$ cat config.mk
export PLATFORM = sky130hd
export DESIGN_NAME = fetch_unit_flat
export DESIGN_NICKNAME = d
export VERILOG_FILES = /design/src/rtl/fetch_pkg.sv /design/src/rtl/fetch_if.sv /design/src/rtl/fetch_fifo.sv /design/src/rtl/fetch_unit.sv /design/src/flat_wrapper.sv
export SDC_FILE = /design/constraint.sdc
export NUM_CORES = 1
export LEC_CHECK = 0
export BUFFER_PORTS_ARGS = -buffer_cell sky130_fd_sc_hd__buf_2
export CAP_MARGIN = 20
export CORE_ASPECT_RATIO = 1.1
export CORE_MARGIN = 2
export CORE_UTILIZATION = 30
export CTS_CLUSTER_SIZE = 20
export DETAILED_ROUTE_END_ITERATION = 8
export MAX_ROUTING_LAYER = met4
export PLACE_DENSITY = 0.52
export RECOVER_POWER = 100
export SYNTH_ARGS = -nofsm -noshare
export SYNTH_HDL_FRONTEND = slang
export SYNTH_SLANG_ARGS = --single-unit
$ cat constraint.sdc
create_clock -name clk -period 2.2 [get_ports clk]
set_input_delay 0.11 -clock clk [delete_from_list [all_inputs] [get_ports clk]]
set_output_delay 0.11 -clock clk [all_outputs]
set_load 0.02 [all_outputs]
$ cat src/rtl/fetch_pkg.sv
// -----------------------------------------------------------------------------
// fetch_pkg
// Shared types and constants for the instruction-fetch stage.
//   fetch_state_e : fetch controller states (IDLE, RUN, REDIR)
//   PC_W_DEF      : default program-counter / instruction-address width
//   INST_W_DEF    : default instruction width
//   OP_HALT       : halt/NOP opcode, reserved for decode (fetch never inspects it)
// No ports (package).
// -----------------------------------------------------------------------------
package fetch_pkg;

  localparam int unsigned PC_W_DEF   = 6;
  localparam int unsigned INST_W_DEF = 16;

  localparam logic [3:0] OP_HALT = 4'h0;

  typedef enum logic [1:0] {
    IDLE  = 2'd0,
    RUN   = 2'd1,
    REDIR = 2'd2
  } fetch_state_e;

endpackage : fetch_pkg

$ cat src/rtl/fetch_if.sv
// -----------------------------------------------------------------------------
// fetch_if
// Bundles every non-clock signal of the fetch stage: the instruction-memory
// read port, the decode-side valid/ready handshake and the branch redirect.
//   master : the fetch unit's view (drives imem_req/imem_addr and the if_* head)
//   slave  : the environment's view (memory, decode and EX/MEM redirect source)
// Signals:
//   imem_req      fetch -> mem     read request this cycle
//   imem_addr     fetch -> mem     read address (registered fetch PC)
//   imem_rdata    mem   -> fetch   read data, one cycle after an accepted request
//   if_valid      fetch -> decode  queue head holds a valid instruction
//   if_inst       fetch -> decode  queue head instruction
//   if_pc         fetch -> decode  queue head address + 1
//   id_ready      decode -> fetch  decode consumes the head this cycle
//   branch_taken  EX/MEM -> fetch  redirect request
//   branch_target EX/MEM -> fetch  redirect address
// -----------------------------------------------------------------------------
interface fetch_if
  import fetch_pkg::*;
#(
  parameter int PC_W   = PC_W_DEF,
  parameter int INST_W = INST_W_DEF
) ();

  logic              imem_req;
  logic [PC_W-1:0]   imem_addr;
  logic [INST_W-1:0] imem_rdata;

  logic              if_valid;
  logic [INST_W-1:0] if_inst;
  logic [PC_W-1:0]   if_pc;
  logic              id_ready;

  logic              branch_taken;
  logic [PC_W-1:0]   branch_target;

  modport master (
    output imem_req, imem_addr, if_valid, if_inst, if_pc,
    input  imem_rdata, id_ready, branch_taken, branch_target
  );

  modport slave (
    input  imem_req, imem_addr, if_valid, if_inst, if_pc,
    output imem_rdata, id_ready, branch_taken, branch_target
  );

endinterface : fetch_if

$ cat src/rtl/fetch_fifo.sv
// -----------------------------------------------------------------------------
// fetch_fifo
// Small synchronous prefetch queue with push, pop and flush.
// Flush dominates push and pop. When the queue is empty the data output keeps
// showing the last entry that left the head, so downstream never sees stale
// slot contents.
// Ports:
//   clk      in   clock, rising edge
//   rst_n    in   asynchronous active-low reset
//   i_push   in   write i_data at the tail (must not be asserted when full)
//   i_pop    in   drop the head (ignored when empty)
//   i_flush  in   discard all entries
//   i_data   in   WIDTH-bit entry to push
//   o_data   out  head entry (or last departed head when empty)
//   o_count  out  number of valid entries, 0..DEPTH
// -----------------------------------------------------------------------------
module fetch_fifo #(
  parameter  int WIDTH = 22,
  parameter  int DEPTH = 4,
  localparam int PTR_W = $clog2(DEPTH),
  localparam int CNT_W = PTR_W + 1
) (
  input  logic             clk,
  input  logic             rst_n,
  input  logic             i_push,
  input  logic             i_pop,
  input  logic             i_flush,
  input  logic [WIDTH-1:0] i_data,
  output logic [WIDTH-1:0] o_data,
  output logic [CNT_W-1:0] o_count
);

  logic [WIDTH-1:0] r_mem [DEPTH];
  logic [PTR_W-1:0] r_wr_ptr;
  logic [PTR_W-1:0] r_rd_ptr;
  logic [CNT_W-1:0] r_count;
  logic [WIDTH-1:0] r_last;

  logic w_do_push;
  logic w_do_pop;
  logic w_empty;

  assign w_empty   = (r_count == '0);
  assign w_do_push = i_push & ~i_flush;
  assign w_do_pop  = i_pop & ~i_flush & ~w_empty;

  // NOTE: storage has no reset; a slot is only ever read after being written,
  // and the empty-queue output comes from r_last, which is reset.
  always_ff @(posedge clk) begin
    if (w_do_push) begin
      r_mem[r_wr_ptr] <= i_data;
    end
  end

  // NOTE: sequential state uses non-blocking assignments so every register
  // samples pre-edge values regardless of statement order.
  always_ff @(posedge clk or negedge rst_n) begin
    if (!rst_n) begin
      r_wr_ptr <= '0;
      r_rd_ptr <= '0;
      r_count  <= '0;
      r_last   <= '0;
    end else if (i_flush) begin
      r_wr_ptr <= '0;
      r_rd_ptr <= '0;
      r_count  <= '0;
      // The flushed head was on the output; keep it there while empty.
      if (!w_empty) begin
        r_last <= r_mem[r_rd_ptr];
      end
    end else begin
      if (w_do_push) begin
        r_wr_ptr <= r_wr_ptr + PTR_W'(1);
      end
      if (w_do_pop) begin
        r_rd_ptr <= r_rd_ptr + PTR_W'(1);
        r_last   <= r_mem[r_rd_ptr];
      end
      case ({w_do_push, w_do_pop})
        2'b10:   r_count <= r_count + CNT_W'(1);
        2'b01:   r_count <= r_count - CNT_W'(1);
        default: r_count <= r_count;
      endcase
    end
  end

  assign o_data  = w_empty ? r_last : r_mem[r_rd_ptr];
  assign o_count = r_count;

  // The producer's credit check must keep pushes away from a full queue.
  a_no_overflow : assert property (
    @(posedge clk) disable iff (!rst_n)
      !(i_push && !i_flush && (r_count == CNT_W'(DEPTH)))
  );

endmodule : fetch_fifo

$ cat src/rtl/fetch_unit.sv
// -----------------------------------------------------------------------------
// fetch_unit
// Instruction-fetch stage of the 16-bit pipelined core. Owns the program
// counter, drives a 1-cycle-latency synchronous instruction memory, buffers
// returned words in a DEPTH-entry prefetch queue and hands them to decode over
// a valid/ready handshake. A branch redirect from EX/MEM flushes the queue and
// any in-flight read and restarts fetch at the target.
// Optional build macro:
//   FETCH_STATS_EN : adds saturating 16-bit stat_fetched (pushes) and
//                    stat_flushes (redirect cycles) outputs.
// Ports:
//   clk           in   clock, rising edge
//   clear         in   asynchronous active-low reset
//   bus           --   fetch_if.master (imem_*, if_*, id_ready, branch_*)
//   stat_fetched  out  [FETCH_STATS_EN] number of instructions queued
//   stat_flushes  out  [FETCH_STATS_EN] number of redirect cycles
// -----------------------------------------------------------------------------
module fetch_unit
  import fetch_pkg::*;
#(
  parameter int PC_W   = PC_W_DEF,
  parameter int INST_W = INST_W_DEF,
  parameter int DEPTH  = 4
) (
  input  logic        clk,
  input  logic        clear,
  fetch_if.master     bus
`ifdef FETCH_STATS_EN
  ,
  output logic [15:0] stat_fetched,
  output logic [15:0] stat_flushes
`endif
);

  localparam int ENTRY_W = PC_W + INST_W;
  localparam int CNT_W   = $clog2(DEPTH) + 1;

  fetch_state_e r_state;
  fetch_state_e w_state_next;

  logic [PC_W-1:0]    r_pc;
  logic [PC_W-1:0]    r_req_pc;
  logic               r_inflight;

  logic               w_req;
  logic               w_credit_ok;
  logic               w_push;
  logic               w_pop;
  logic               w_if_valid;
  logic [CNT_W-1:0]   w_count;
  logic [ENTRY_W-1:0] w_push_data;
  logic [ENTRY_W-1:0] w_head;

  // Credit counts queued plus in-flight words and deliberately ignores this
  // cycle's pop, so id_ready never reaches imem_req combinationally.
  assign w_credit_ok = (int'(w_count) + int'(r_inflight)) < DEPTH;

  // ---------------------------------------------------------------------------
  // Controller: state register + next-state/request decode
  // ---------------------------------------------------------------------------
  always_ff @(posedge clk or negedge clear) begin
    if (!clear) begin
      r_state <= IDLE;
    end else begin
      r_state <= w_state_next;
    end
  end

  // NOTE: every output of this block gets a default first, so no path leaves
  // a signal unassigned and no latch is inferred.
  always_comb begin
    w_state_next = r_state;
    w_req        = 1'b0;
    case (r_state)
      IDLE: begin
        w_state_next = RUN;
      end
      RUN, REDIR: begin
        // REDIR is a one-cycle marker after a redirect; it fetches like RUN.
        w_state_next = RUN;
        w_req        = ~bus.branch_taken & w_credit_ok;
      end
      default: begin
        w_state_next = IDLE;
      end
    endcase
    // A redirect overrides whatever the state would otherwise do.
    if (bus.branch_taken) begin
      w_state_next = REDIR;
    end
  end

  // ---------------------------------------------------------------------------
  // Program counter and in-flight tracking
  // ---------------------------------------------------------------------------
  always_ff @(posedge clk or negedge clear) begin
    if (!clear) begin
      r_pc       <= '0;
      r_req_pc   <= '0;
      r_inflight <= 1'b0;
    end else if (bus.branch_taken) begin
      r_pc       <= bus.branch_target;
      r_inflight <= 1'b0;
    end else begin
      r_inflight <= w_req;
      if (w_req) begin
        r_pc     <= r_pc + PC_W'(1);
        r_req_pc <= r_pc;
      end
    end
  end

  // A response is dropped if a redirect lands in its response cycle; a
  // redirect in the request cycle already blocked the request itself.
  assign w_push      = r_inflight & ~bus.branch_taken;
  assign w_pop       = w_if_valid & bus.id_ready & ~bus.branch_taken;
  assign w_push_data = {r_req_pc + PC_W'(1), bus.imem_rdata};

  fetch_fifo #(
    .WIDTH (ENTRY_W),
    .DEPTH (DEPTH)
  ) u_fifo (
    .clk     (clk),
    .rst_n   (clear),
    .i_push  (w_push),
    .i_pop   (w_pop),
    .i_flush (bus.branch_taken),
    .i_data  (w_push_data),
    .o_data  (w_head),
    .o_count (w_count)
  );

  assign w_if_valid    = (w_count != '0);

  assign bus.imem_req  = w_req;
  assign bus.imem_addr = r_pc;
  assign bus.if_valid  = w_if_valid;
  assign bus.if_inst   = w_head[INST_W-1:0];
  assign bus.if_pc     = w_head[ENTRY_W-1:INST_W];

`ifdef FETCH_STATS_EN
  // ---------------------------------------------------------------------------
  // Saturating activity counters
  // ---------------------------------------------------------------------------
  logic [15:0] r_stat_fetched;
  logic [15:0] r_stat_flushes;

  always_ff @(posedge clk or negedge clear) begin
    if (!clear) begin
      r_stat_fetched <= '0;
      r_stat_flushes <= '0;
    end else begin
      if (w_push && (r_stat_fetched != 16'hFFFF)) begin
        r_stat_fetched <= r_stat_fetched + 16'd1;
      end
      if (bus.branch_taken && (r_stat_flushes != 16'hFFFF)) begin
        r_stat_flushes <= r_stat_flushes + 16'd1;
      end
    end
  end

  assign stat_fetched = r_stat_fetched;
  assign stat_flushes = r_stat_flushes;
`endif

endmodule : fetch_unit

$ cat src/flat_wrapper.sv
// flat-port wrapper written by rule: the top's interface ports become plain ports
module fetch_unit_flat import fetch_pkg::*;
#(
  parameter int PC_W   = PC_W_DEF,
  parameter int INST_W = INST_W_DEF,
  parameter int DEPTH  = 4
)
  (clk, clear, bus_imem_req, bus_imem_addr, bus_if_valid, bus_if_inst, bus_if_pc, bus_imem_rdata, bus_id_ready, bus_branch_taken, bus_branch_target);
  fetch_if #(.PC_W(PC_W), .INST_W(INST_W)) bus_i ();
  input  logic clk;
  input  logic clear;
  output wire logic [$bits(bus_i.imem_req)-1:0] bus_imem_req;
  output wire logic [$bits(bus_i.imem_addr)-1:0] bus_imem_addr;
  output wire logic [$bits(bus_i.if_valid)-1:0] bus_if_valid;
  output wire logic [$bits(bus_i.if_inst)-1:0] bus_if_inst;
  output wire logic [$bits(bus_i.if_pc)-1:0] bus_if_pc;
  input wire logic [$bits(bus_i.imem_rdata)-1:0] bus_imem_rdata;
  input wire logic [$bits(bus_i.id_ready)-1:0] bus_id_ready;
  input wire logic [$bits(bus_i.branch_taken)-1:0] bus_branch_taken;
  input wire logic [$bits(bus_i.branch_target)-1:0] bus_branch_target;
  assign bus_imem_req = bus_i.imem_req;
  assign bus_imem_addr = bus_i.imem_addr;
  assign bus_if_valid = bus_i.if_valid;
  assign bus_if_inst = bus_i.if_inst;
  assign bus_if_pc = bus_i.if_pc;
  assign bus_i.imem_rdata = bus_imem_rdata;
  assign bus_i.id_ready = bus_id_ready;
  assign bus_i.branch_taken = bus_branch_taken;
  assign bus_i.branch_target = bus_branch_target;
  fetch_unit #(.PC_W(PC_W), .INST_W(INST_W), .DEPTH(DEPTH)) u_core (.clk(clk), .clear(clear), .bus(bus_i));
endmodule
=== Word level (Yosys, flattened, before mapping) ===
Memory sizes are Yosys's and may differ from the RTL's.
Index checks and enable logic that the tools add are counted.

* Register bits after elaboration: 44
* Bits in latches: 0
* Bits in writable memories: 88
* Bits in read-only memories: 0
* Input port bits: 26
* Output and inout bits: 30
* Memories: 1

{| class="wikitable"
|+ Memories
! memory !! depth !! width !! read ports !! clocked after memory_dff !! write ports !! line !! RTL
|-
| u_core.u_fifo.r_mem || 4 || 22 || 1 || 0 || 1 || fetch_fifo.sv:33 || <nowiki>logic [WIDTH-1:0] r_mem [DEPTH];</nowiki>
|}

* Add/subtract/negate cells: 7
* Multipliers: 0
* Div/mod/pow operators: 0
* Magnitude comparators: 1
* Eq/ne operators: 4
* Shift-type cells: 0
* Multiplexer cells: 17
* Bitwise gates (word level): 9
* Reductions and logical operators: 10

{| class="wikitable"
|+ Operator list
! kind !! number
|-
| $mux 22 || 3
|-
| $lt 32x4->1 const B || 1
|-
| $add 6x1->6 const B || 2
|-
| $mux 6 || 2
|-
| $mux 2 || 5
|-
| $and 1x1->1 || 7
|-
| $pmux 3 s2 || 1
|-
| $reduce_bool 2->1 || 3
|-
| $reduce_bool 3->1 || 2
|-
| $mux 1 || 5
|-
| $add 2x1->2 const B || 2
|-
| $add 3x1->4 || 1
|-
| $eq 2x1->1 const B || 2
|-
| $eq 2x2->1 const B || 2
|-
| $add 3x1->3 const B || 1
|-
| $logic_not 3->1 || 1
|-
| $mux 3 || 1
|-
| $reduce_or 3->1 || 1
|-
| $sub 3x1->3 const B || 1
|-
| $logic_not 2->1 || 1
|-
| $not 1->1 || 2
|-
| $reduce_and 2->1 || 1
|-
| $reduce_or 2->1 || 1
|}

=== Longest topological paths before layout ===
* Depth after elaboration: 8
* Depth in mapped cells: 7

=== Modules after synthesis ===
Synthesis repeated with hierarchy kept, for this count alone.

* Cells, all modules: 319
* Area total of the unflattened synthesis: 5,708.0 µm²

{| class="wikitable"
|+ By module, submodules not included
! module !! instances !! cells each !! area each (µm²)
|-
| fetch_fifo || 1 || 238 || 4,918.5
|-
| fetch_unit || 1 || 81 || 789.5
|}

=== Worst setup path after synthesis ===
OpenSTA, ideal clock, no wires.

* Path kind: register -> register
* From: register u_core.u_fifo.r_count[1], in the netlist u_core.u_fifo.o_count[1]
* To: register u_core.u_fifo.r_count[2], in the netlist u_core.u_fifo.o_count[2]
* Setup time: 137 ps
* Data arrival time: 1,720 ps
* Data required time: 2,063 ps
* Path slack: 344 ps
* Stages on the path, launching flop included: 7
* Path buffers: 0
* Cell sequence: dfrtp_1 > o31ai_2 > nor3_1 > fa_1 > nor3_1 > o21ai_0 > nor3b_1

* Longest elaborated chain between the ends: 8

{| class="wikitable"
|+ Ends and longest elaborated chain
! item !! line !! RTL
|-
| from (decl) || fetch_fifo.sv:36 || <nowiki>logic [CNT_W-1:0] r_count;</nowiki>
|-
| from (signal assigned) || fetch_fifo.sv:80 || <nowiki>2'b10: r_count <= r_count + CNT_W'(1);</nowiki>
|-
| from (signal assigned) || fetch_fifo.sv:81 || <nowiki>2'b01: r_count <= r_count - CNT_W'(1);</nowiki>
|-
| from (signal assigned) || fetch_fifo.sv:82 || <nowiki>default: r_count <= r_count;</nowiki>
|-
| $reduce_bool 3->1 || fetch_unit.sv:133 || <nowiki>assign w_if_valid = (w_count != '0);</nowiki>
|-
| $and 1x1->1 (2 in series) || fetch_unit.sv:116 || <nowiki>assign w_pop = w_if_valid & bus.id_ready & ~bus.branch_taken;</nowiki>
|-
| $and 1x1->1 (2 in series) || fetch_fifo.sv:45 || <nowiki>assign w_do_pop = i_pop & ~i_flush & ~w_empty;</nowiki>
|-
| $eq 2x1->1 / $eq 2x2->1 (equally long branches) || fetch_fifo.sv:79 || <nowiki>case ({w_do_push, w_do_pop})</nowiki>
|-
| $pmux 3 s2 || fetch_fifo.sv:79 ||
|-
| $mux 3 || fetch_fifo.sv:63 || <nowiki>end else if (i_flush) begin</nowiki>
|}

Several ways; a longest one is shown, not always the timed one.
A chain may end at the register's enable or synchronous reset.

=== Worst setup path after layout ===
* From: register u_core.u_fifo.r_rd_ptr[0]
* To: output port bus_if_inst[11]

* Longest elaborated chain between the ends: 2

{| class="wikitable"
|+ Ends and longest elaborated chain
! item !! line !! RTL
|-
| from (decl) || fetch_fifo.sv:35 || <nowiki>logic [PTR_W-1:0] r_rd_ptr;</nowiki>
|-
| from (signal assigned) || fetch_fifo.sv:76 || <nowiki>r_rd_ptr <= r_rd_ptr + PTR_W'(1);</nowiki>
|-
| $mem_v2 4x22 || n/a ||
|-
| $mux 22 || n/a ||
|-
| to (decl) || flat_wrapper.sv:15 || <nowiki>output wire logic [$bits(bus_i.if_inst)-1:0] bus_if_inst;</nowiki>
|}

Every way passes these cells.

==> results.txt <==
- Cell area after synthesis: around 5600 sq um
- The count of cells in the finished layout, fillers not included, comes to 659.
* Highest net fanout along the worst path: 13
* Pin count of the biggest net entering global routing: 25
- Proportion of synthesized area in mux cells: 19.4%
- Setup violators final: 0
* Vias: 2,895
- Core ar.: 18,300 sq um
- The detailed router finished its first iteration with 206 violations.
* Most frequent cells in the layout: edfxtp_1 (88), dfrtp_1 (42), buf_2 (29), clkbuf_1 (27), dlygate4sd3_1 (24)
- I/O pins: between 50 and 60
- List of cells traversed by the critical path: buf_8, mux4_2, mux2_2, buf_2
- In this run, placement finished with an instance count of 603.
* Crit path launch type: register
- The detail route stage leaves a number of antenna-violating nets equal to 0.
- Counting every sink on the clock net gives 132.
- Area Growth Syn to Fin: 23.2%
- Clock Path Buffers: 2
* Synthesized-area fraction occupied by xor and xnor cells: 1.42%
- For the pin with the worst max-slew slack, the measured transition is between 1 and 1.5 ns.
- Source of the critical timing path: u_core.u_fifo.r_rd_ptr[0]
* First-pass GRT wire length: 16.7 mm
* Number of maximum-capacitance violations: 0
- The via count of the first global-routing pass was between 3,000 and 4,000.
- Global routing consumed, over all layers together, 11.8% of the routing resources.
* Per-instance average area after synthesis: 18.2 sq um
* Weighted congestion reported at the end of routability-driven placement: between 0.7 and 0.8
* Count of endpoints failing hold in the final timing report: 0
- At the worst endpoint, the arrival time is 2.01 ns.
- Yosys mapped a number of flops with a built-in enable equal to 88.
* Worst voltage drop across the vdd grid: ~0.00055 V
- Post-Place Worst Slack: 0.354 ns
- Final wirelength: 10.2 mm
- The worst hold path passes through 4 cells.
* Share of the yosys chip area belonging to registers: approximately two thirds
- In the routed layout, each cell is associated on average with a via count of 4.39.
- Clock-pin slew was measured on the worst setup and hold paths at 0.06 ns.
- Path depth of the worst reg2reg path: 3
- Wire length per cell after detailed routing: roughly 16 microns
- Counting both buffers and inverters, the worst setup path holds a total of 2.
* Primary FF master, synth: edfxtp_1
- In this run the core area contains 52 standard-cell rows.
* DPL Wire Length: 6.56 mm
- The startpoint identified for the worst register-to-register timing path is u_core.r_inflight.
* Power density over cell area: 1400 nW/um^2
- Status: complete, no violations
- In this run the post-CTS setup repair buffer count came out at 0.
- RSZ-0062 raised after global routing: yes
* Chip width: 134 microns
- In this run the critical register-to-register path is captured at u_core.u_fifo.r_mem[2][8].
- On the critical path, the stage with the largest delay is an instance of mux4_2.
* Synth Net Count: 339
* Effective utilization at floorplan: 30.4%
* Remaining max-slew budget at the tightest pin: 2.68%
- STA classifies the critical path endpoint as an output port.
* Register-to-register path setup slack: 0.31 ns
- Area leader, netlist: edfxtp_1
* Main combinational cell family by area after synthesis: multiplexers
- Number of distinct library cell variants in the gate-level netlist after synthesis: 34
- Yosys attributes the largest share of cell area to edfxtp_1 (48%), dfrtp_1 (20%), mux4_2 (8.9%).
* CTS tree: yes
- The synthesized netlist devotes about 2.3% of its cell area to compound gates.
- Simple-gate share of the synthesized area: approximately 4.7%
- Area of the die: 19,600 sq um
- Worst stage delay on the critical path: 0.56 ns
- In the final design database the tool counted 437 nets.
* Start point of the worst hold path: bus_id_ready
- The worst path uses 96.2% of the clock period.
- Remaining global-route overflow: 0
- The path with the worst hold slack has its endpoint at u_core.u_fifo.r_rd_ptr[1].
- H-tree levels: 4
* Post-route worst setup slack: between 0.08 and 0.09 ns
- Buffer type at the clock tree root: clkbuf_16
- Path category of the worst min-delay check: primary input to register
- Layout fillers: 1,734
- Fin crit period: 2.12 ns
* Top achievable clock speed: approximately 470 MHz
- For this run, asynchronously set or reset flops after synthesis account for 33.3%.
- Port Buf Inserts: between 50 and 60
- Synthesis produced roughly 310 cells.
- Critical Path RT: 2.09 ns
- In this run the static leakage power is approximately 0.0025 uW.
- In this run, CTS created clock tree buffers numbering 17.
- At the later pin of the worst-skew pair, clock insertion delay measures ~0.4 ns.
* Count of pins over their slew limit: 0
- Layout cell share with drive strength beyond 1: 30.3%
- Ant. Diodes: 0
* Top-area cell type share of the netlist area: between 40 and 50%
* Largest clock skew in the final design: 0.00678 ns
* Number of synthesized register bits: 132
- The number of antenna violations at the first check in global routing came to 0.
* Number of remaining DRC errors: 0
* Height of the die: 147 microns
* Synth warn: 0
- Area share of fa/ha/maj cells after synthesis: 1.94%
* DR pass1 iterations: 6
* Cell type group with the largest total delay on the critical path: multiplexers
* Most common cell after layout, fill and taps aside: edfxtp_1
- Crit path kind: register to output port
layout make-up:
| type | instances | area [sq um] | area share, % |
|---|---|---|---|
| Clock buffer | 17 | 425 | 6.22 |
| Clock inverter | 15 | 165 | 2.41 |
| Inverter | 5 | 18.8 | 0.274 |
| Multi-Input combinational cell | 153 | 1590 | 23.2 |
| Sequential cell | 132 | 3750 | 54.8 |
| Tap cell | 243 | 304 | 4.44 |
| Timing Repair Buffer | 94 | 593 | 8.67 |
routing by layer:
layer	wire, microns	part of all wire (%)	global-route usage [%]
met1	4490	44	13.9
met2	5110	50	18.8
met3	432	4.2	3.33
met4	208	2.0	4.95
met5	0	0	-
stage by stage:
step | hold WS (ns) | cell area (sq um) | utilization (%) | setup TNS [ns] | power, uW
after global routing | 0.142 | 6840 | 37.4 | -0.00117 | 10100
final | 0.117 | 6840 | 37.4 | 0 | 9550
after global placement | 0.158 | 6100 | 33.4 | 0 | 7070
after detailed placement | 0.156 | 6100 | 33.4 | 0 | 7130
after CTS | 0.102 | 6940 | 38.0 | 0 | 9990
after floorplan | -0.186 | 5550 | - | 0 | 6350
worst register-to-register path: stages (launching register included):
cell and delay, ns:
dfrtp_1 0.52, nor2b_1 0.25, and2_0 0.15, clkbuf_2 0.59
sequential cells by signal (all words and copies together), names as in the netlist:
register and count:
u_core.r_inflight 1, u_core.u_fifo.r_wr_ptr 2, u_core.r_req_pc 6, u_core.r_state 2, u_core.u_fifo.r_rd_ptr 2, u_core.u_fifo.r_last 22
u_core.bus.imem_addr 6, u_core.u_fifo.r_mem 88, u_core.u_fifo.o_count 3
synthesized netlist by cell type (all sizes together), types with 4 or more instances:
cell type / n
edfxtp: 88
dfrtp: 44
mux2: 44
mux4: 22
nand2: 17
buf: 13
nor2: 8
ha: 7
nand3: 7
and2: 6
nor3: 6
a221o: 5
inv: 5
xnor2: 5
o21ai: 4
xor2: 4
what timing repair did:
item | CTS | global route
endpoints found under the hold margin | 94 | 0
gates resized for setup | 2 | 5
endpoints found under the setup margin | 16 | 16
hold buffers | 24 | 0
kinds of logic after synthesis:
group / count (synthesis)
flip-flops: 132
multiplexers: 68
AND/OR/NAND/NOR: 53
buffers and inverters: 20
AO/OA/AOI/OAI: 15
XOR/XNOR: 9
adder cells (fa/ha/maj): 8
worst max path at each step:
| stage | slack (ns) | cells past startpoint | endpoint |
|---|---|---|---|
| finish | 0.08 | 4 | bus_if_inst[11] |
| floorplan | 0.34 | 6 | u_core.u_fifo.o_count[2] |
| detailed placement | 0.35 | 3 | u_core.u_fifo.r_last[0] |
| global route | -0.001 | 4 | bus_if_pc[4] |
| global placement | 0.39 | 3 | u_core.u_fifo.r_last[0] |
| CTS | 0.004 | 4 | bus_if_inst[2] |
where the power goes:
part           total (uW)  switching, uW  internal [uW]  leakage, uW
combinational        3370           1840           1530     0.000903
sequential           3400            257           3150      0.00133
clock                2770           1000           1760     0.000288
total                9550           3100           6450      0.00252
Power figures use the tool's default switching activity.
